### config.mk
export PLATFORM = sky130hd
export DESIGN_NAME = sc_stream_counter
export DESIGN_NICKNAME = d
export VERILOG_FILES = /design/src/rtl/sc_pkg.sv /design/src/rtl/sc_popcount.sv /design/src/rtl/sc_stream_counter.sv
export SDC_FILE = /design/constraint.sdc
export NUM_CORES = 1
export LEC_CHECK = 0
export CAP_MARGIN = 0
export CORE_MARGIN = 1.5
export CORE_UTILIZATION = 56
export DETAILED_ROUTE_END_ITERATION = 7
export HOLD_SLACK_MARGIN = 0.12
export PLACE_DENSITY = 0.79
export SLEW_MARGIN = 5
export SYNTH_ARGS = -nofsm -noshare
export SYNTH_HDL_FRONTEND = slang
export SYNTH_SLANG_ARGS = --single-unit
### constraint.sdc
create_clock -name clk -period 3.06 [get_ports clk]
set_input_delay 0.918 -clock clk [delete_from_list [all_inputs] [get_ports clk]]
set_output_delay 0.918 -clock clk [all_outputs]
set_load 0.02 [all_outputs]
### src/rtl/sc_pkg.sv
// Shared definitions for the stochastic-computing stream blocks.
package sc_pkg;

    localparam int unsigned DEFAULT_N_LOG2 = 14;

    typedef enum logic [1:0] {
        IDLE  = 2'd0,
        ACCUM = 2'd1,
        HOLD  = 2'd2
    } sc_state_e;

    // A window of 2^n_log2 bits can hold up to 2^n_log2 ones, so one extra bit.
    function automatic int unsigned sc_count_width(input int unsigned n_log2);
        return n_log2 + 1;
    endfunction

endpackage

### src/rtl/sc_popcount.sv
// Combinational population count of one LANES-bit beat.
module sc_popcount #(
    parameter int unsigned LANES = 1,
    localparam int unsigned CW   = $clog2(LANES) + 1
) (
    input  logic [LANES-1:0] bits,
    output logic [CW-1:0]    count_c
);

    always_comb begin
        count_c = '0;
        for (int unsigned i = 0; i < LANES; i++) begin
            count_c = count_c + CW'(bits[i]);
        end
    end

endmodule

### src/rtl/sc_stream_counter.sv
// Counts ones over a 2^N_LOG2-bit window of a valid/ready bitstream and
// presents the total as a binary result on a valid/ready output.
module sc_stream_counter
    import sc_pkg::*;
#(
    parameter int unsigned N_LOG2 = DEFAULT_N_LOG2,
    parameter int unsigned LANES  = 1
) (
    input  logic                                 clk,
    input  logic                                 rst_n,
    input  logic                                 start,
    input  logic                                 auto_restart,
    input  logic                                 in_valid,
    output logic                                 in_ready,
    input  logic [LANES-1:0]                     in_bits,
    output logic                                 out_valid,
    input  logic                                 out_ready,
    output logic [sc_count_width(N_LOG2)-1:0]    out_count,
    output logic                                 busy
);

    localparam int unsigned CNT_W     = sc_count_width(N_LOG2);
    localparam int unsigned LANE_LOG2 = $clog2(LANES);
    localparam int unsigned PC_W      = LANE_LOG2 + 1;
    localparam int unsigned BEAT_W    = (N_LOG2 > LANE_LOG2) ? (N_LOG2 - LANE_LOG2) : 1;
    localparam int unsigned BEATS     = (2 ** N_LOG2) / LANES;
    localparam logic [BEAT_W-1:0] LAST_BEAT = BEAT_W'(BEATS - 1);

    sc_state_e          state_q, state_d;
    logic [CNT_W-1:0]   acc_q, acc_d;
    logic [BEAT_W-1:0]  beat_q, beat_d;
    logic [CNT_W-1:0]   count_q, count_d;
    logic               in_ready_q, out_valid_q, busy_q;
    logic [PC_W-1:0]    pc_c;
    logic [CNT_W-1:0]   sum_c;

    sc_popcount #(.LANES(LANES)) u_popcount (
        .bits    (in_bits),
        .count_c (pc_c)
    );

    // Next-state and datapath update; handshake outputs are decoded from state_d
    // so they come straight out of flops.
    always_comb begin
        state_d = state_q;
        acc_d   = acc_q;
        beat_d  = beat_q;
        count_d = count_q;
        sum_c   = acc_q + CNT_W'(pc_c);

        unique case (state_q)
            IDLE: begin
                if (start) begin
                    state_d = ACCUM;
                    acc_d   = '0;
                    beat_d  = '0;
                end
            end
            ACCUM: begin
                if (in_valid) begin
                    if (beat_q == LAST_BEAT) begin
                        count_d = sum_c;
                        state_d = HOLD;
                    end else begin
                        acc_d  = sum_c;
                        beat_d = beat_q + BEAT_W'(1);
                    end
                end
            end
            HOLD: begin
                if (out_ready) begin
                    if (auto_restart) begin
                        state_d = ACCUM;
                        acc_d   = '0;
                        beat_d  = '0;
                    end else begin
                        state_d = IDLE;
                    end
                end
            end
            default: state_d = IDLE;
        endcase
    end

    always_ff @(posedge clk or negedge rst_n) begin
        if (!rst_n) begin
            state_q     <= IDLE;
            acc_q       <= '0;
            beat_q      <= '0;
            count_q     <= '0;
            in_ready_q  <= 1'b0;
            out_valid_q <= 1'b0;
            busy_q      <= 1'b0;
        end else begin
            state_q     <= state_d;
            acc_q       <= acc_d;
            beat_q      <= beat_d;
            count_q     <= count_d;
            in_ready_q  <= (state_d == ACCUM);
            out_valid_q <= (state_d == HOLD);
            busy_q      <= (state_d != IDLE);
        end
    end

    assign in_ready  = in_ready_q;
    assign out_valid = out_valid_q;
    assign out_count = count_q;
    assign busy      = busy_q;

endmodule
==> impl_metrics.json <==
{
  "path_class": "in -> reg",
  "setup_viol": 0,
  "yosysSeqAreaShare_pct": 49.67,
  "drt_iter0_drc": 171,
  "antenna_found_initial": 0,
  "core_region_area_sq_um": 4115,
  "grt_max_degree": 29,
  "yosysUniqueCellTypes": 40,
  "required_ns": 3.24,
  "vdd.ir_drop.worst_uv": 335.5,
  "root_buffer": "clkbuf_8",
  "num_io_pins": 25,
  "drive_above_1_share_pct": 10.80,
  "h-tree-depth": 2,
  "ys_seq_elements": 49,
  "synth_ff_type": "dfrtp_1",
  "synthesis.nets": 267,
  "io_buffers": 24,
  "wl_met1_microns": 2471,
  "overflow": 0,
  "cts_hold_buffers": 0,
  "worstMarginPinSlew_ns": 0.5840,
  "outcome": "finished clean",
  "wl_per_cell_microns": 15.24,
  "arrival_ns": 2.94,
  "clk_latency_ns": 0.31,
  "die_w_microns": 69.40,
  "ys_warn_count": 0,
  "stdcell_count": 337,
  "syn_area_sq_um": 2469,
  "cts.sinks": 49,
  "rsz0062_at_grt": "false",
  "fin_util_pct": 70.66,
  "synth_top_area_share_pct": 49.67,
  "critPathMaxFanout": 2,
  "gr-usage-all-layers_pct": 23.18,
  "leakage_nw": 1.195,
  "async_flop_share_pct": 100.0,
  "dpl.hpwl_microns": 3524,
  "die_area_sq_um": 4816,
  "cts_setup_buffers": 0,
  "clockBufferDepth": 2,
  "cts_resized": 0,
  "drtPass1Iterations": 4,
  "area_growth_syn_to_layout_pct": 17.79,
  "skew_ns": 0.009661,
  "via_per_inst": 5.935,
  "routed.top_layer": "met4",
  "nFillCells": 330,
  "hold_ws_ns": 0.3892,
  "grt_pass1_wl_microns": 9052,
  "initial_core_util_pct": 59.99,
  "yosys-top-cells-area": "dfrtp_1, o21ai_0, nand2_1",
  "final.period_utilization_pct": 90.23,
  "slew_violations": 0,
  "powerDensity_nw_per_um2": 500.2,
  "startpoint_type": "input port",
  "cts_buffers": 5,
  "slew_headroom_pct": 60.06,
  "path_clk_slew_ns": 0.09,
  "gp_congestion": 0.8203,
  "drc_errors": 0,
  "met2_length_microns": 2372,
  "nets": 296,
  "finalHoldViolations": 0,
  "grt_pass1_vias": 1904,
  "wl_met3_microns": 209,
  "syn-instance-count": 257,
  "fmax_mhz": 362.2,
  "num_rows": 23,
  "end_kind": "register",
  "cts_tree": "built",
  "synth_edf_count": 0,
  "wirelength_microns": 5135,
  "via_count": 2000,
  "yosys.area.top_type": "dfrtp_1",
  "min_period_ns": 2.761,
  "cap_violations": 0,
  "dp_cells": 329,
  "avgSynthCellArea_sq_um": 9.606,
  "antennaDiodeCount": 0,
  "antenna_left": 0,
  "hold_path.class": "in -> async",
  "die_y_microns": 69.40
}
registers in the layout, summed over array words and instances (netlist names):
signal and count:
out_count 15, acc_q 15, state_q 2, beat_q 14, busy 1, out_valid 1
in_ready 1
cells in the mapped netlist (2+ instances only):
library cell / number
a22o_1: 5
or4_1: 2
a2111oi_0: 4
xnor2_1: 12
inv_1: 3
nor2b_1: 2
o21ai_0: 28
a211oi_1: 4
and2_1: 4
buf_2: 6
a31oi_1: 2
dfrtp_1: 49
ha_1: 3
a21o_1: 3
mux2_2: 2
nor2_1: 16
nand4_1: 7
nor3_1: 3
nand2_1: 33
o31ai_1: 10
a21oi_1: 10
clkbuf_1: 8
nand3_1: 14
xor2_1: 9
and3_1: 3
logic make-up (layout without fill, tap and decap cells):
family / Yosys count / in the layout / share of synthesized area, %
and+or+nand+nor: 94 / 94 / 19.11
AOI/OAI and AO/OA: 70 / 70 / 18.14
DFF: 49 / 49 / 49.67
xor gates and xnor gates: 21 / 21 / 7.451
buffers and inverters: 18 / 48 / 3.193
adders and majority gates: 3 / 3 / 1.521
muxes: 2 / 2 / 0.9123
worst max-delay path, cell delays in order:
cell,delay (ns)
clkdlybuf4s50_1,0.46
ha_1,0.16
ha_1,0.17
nand2_1,0.05
or3_1,0.42
or3_4,0.39
buf_4,0.15
xor2_1,0.14
o21ai_0,0.09
cell usage in the layout (no fill, tap or decap), drive strengths merged, types with 6 or more instances in the layout:
master / synthesis / layout
xnor2: 12 / 12
nand4: 7 / 7
clkbuf: 8 / 6
dfrtp: 49 / 49
buf: 7 / 14
clkdlybuf4s50: 0 / 23
xor2: 9 / 9
a21oi: 11 / 11
o31ai: 10 / 10
nand2: 34 / 34
nor2: 16 / 16
nand3: 14 / 14
o21ai: 28 / 28
per-stage QoR:
stage	total power [W]	cell area, sq um	worst slack (ns)	TNS, ns
floorplan	0.0009191	2469	0.3035	0
global placement	0.0009860	2796	0.02699	0
detailed placement	0.0009953	2796	-0.01371	-0.01371
CTS	0.001464	2908	0.3134	0
global route	0.001529	2908	0.2338	0
finish	0.001455	2908	0.2990	0
path summary, 6_finish.rpt:
check                           slack, ns             to  depth (start not counted)           from
worst max-delay path                 0.30  out_count[14]                          9        in_bits
worst min-delay path                 0.39       in_ready                          1          rst_n
worst max register to register       0.80       acc_q[5]                          7      beat_q[0]
worst min register to register       0.48  out_count[13]                          2  out_count[13]
max in group asynchronous            2.14   out_count[5]                          2          rst_n
min in group clk                     0.48  out_count[13]                          2  out_count[13]
report_power, final:
group	internal [W]	leakage [nW]	switching, W
sequential	0.000700	0.660	0.0000736
clock	0.000246	0.0554	0.000224
combinational	0.0000922	0.480	0.000119
total	0.00104	1.20	0.000416
cell type report:
class | count | area [sq um] | share of cell area, %
Sequential cell | 49 | 1226 | 42.17
Multi-Input combinational cell | 190 | 1164 | 40.02
Timing Repair Buffer | 37 | 332.8 | 11.45
Clock buffer | 6 | 72.57 | 2.496
Tap cell | 50 | 62.56 | 2.151
Clock inverter | 2 | 38.79 | 1.334
Inverter | 3 | 11.26 | 0.3873
metal layers:
metal / track usage, % / vias to the layer above
met2: 36.22 / 54
met5: 0 / -
met1: 33.01 / 957
met3: 4.070 / 8
li1: - / 981
met4: 7.407 / 0
Note: power is estimated with default switching activity, not from simulation.
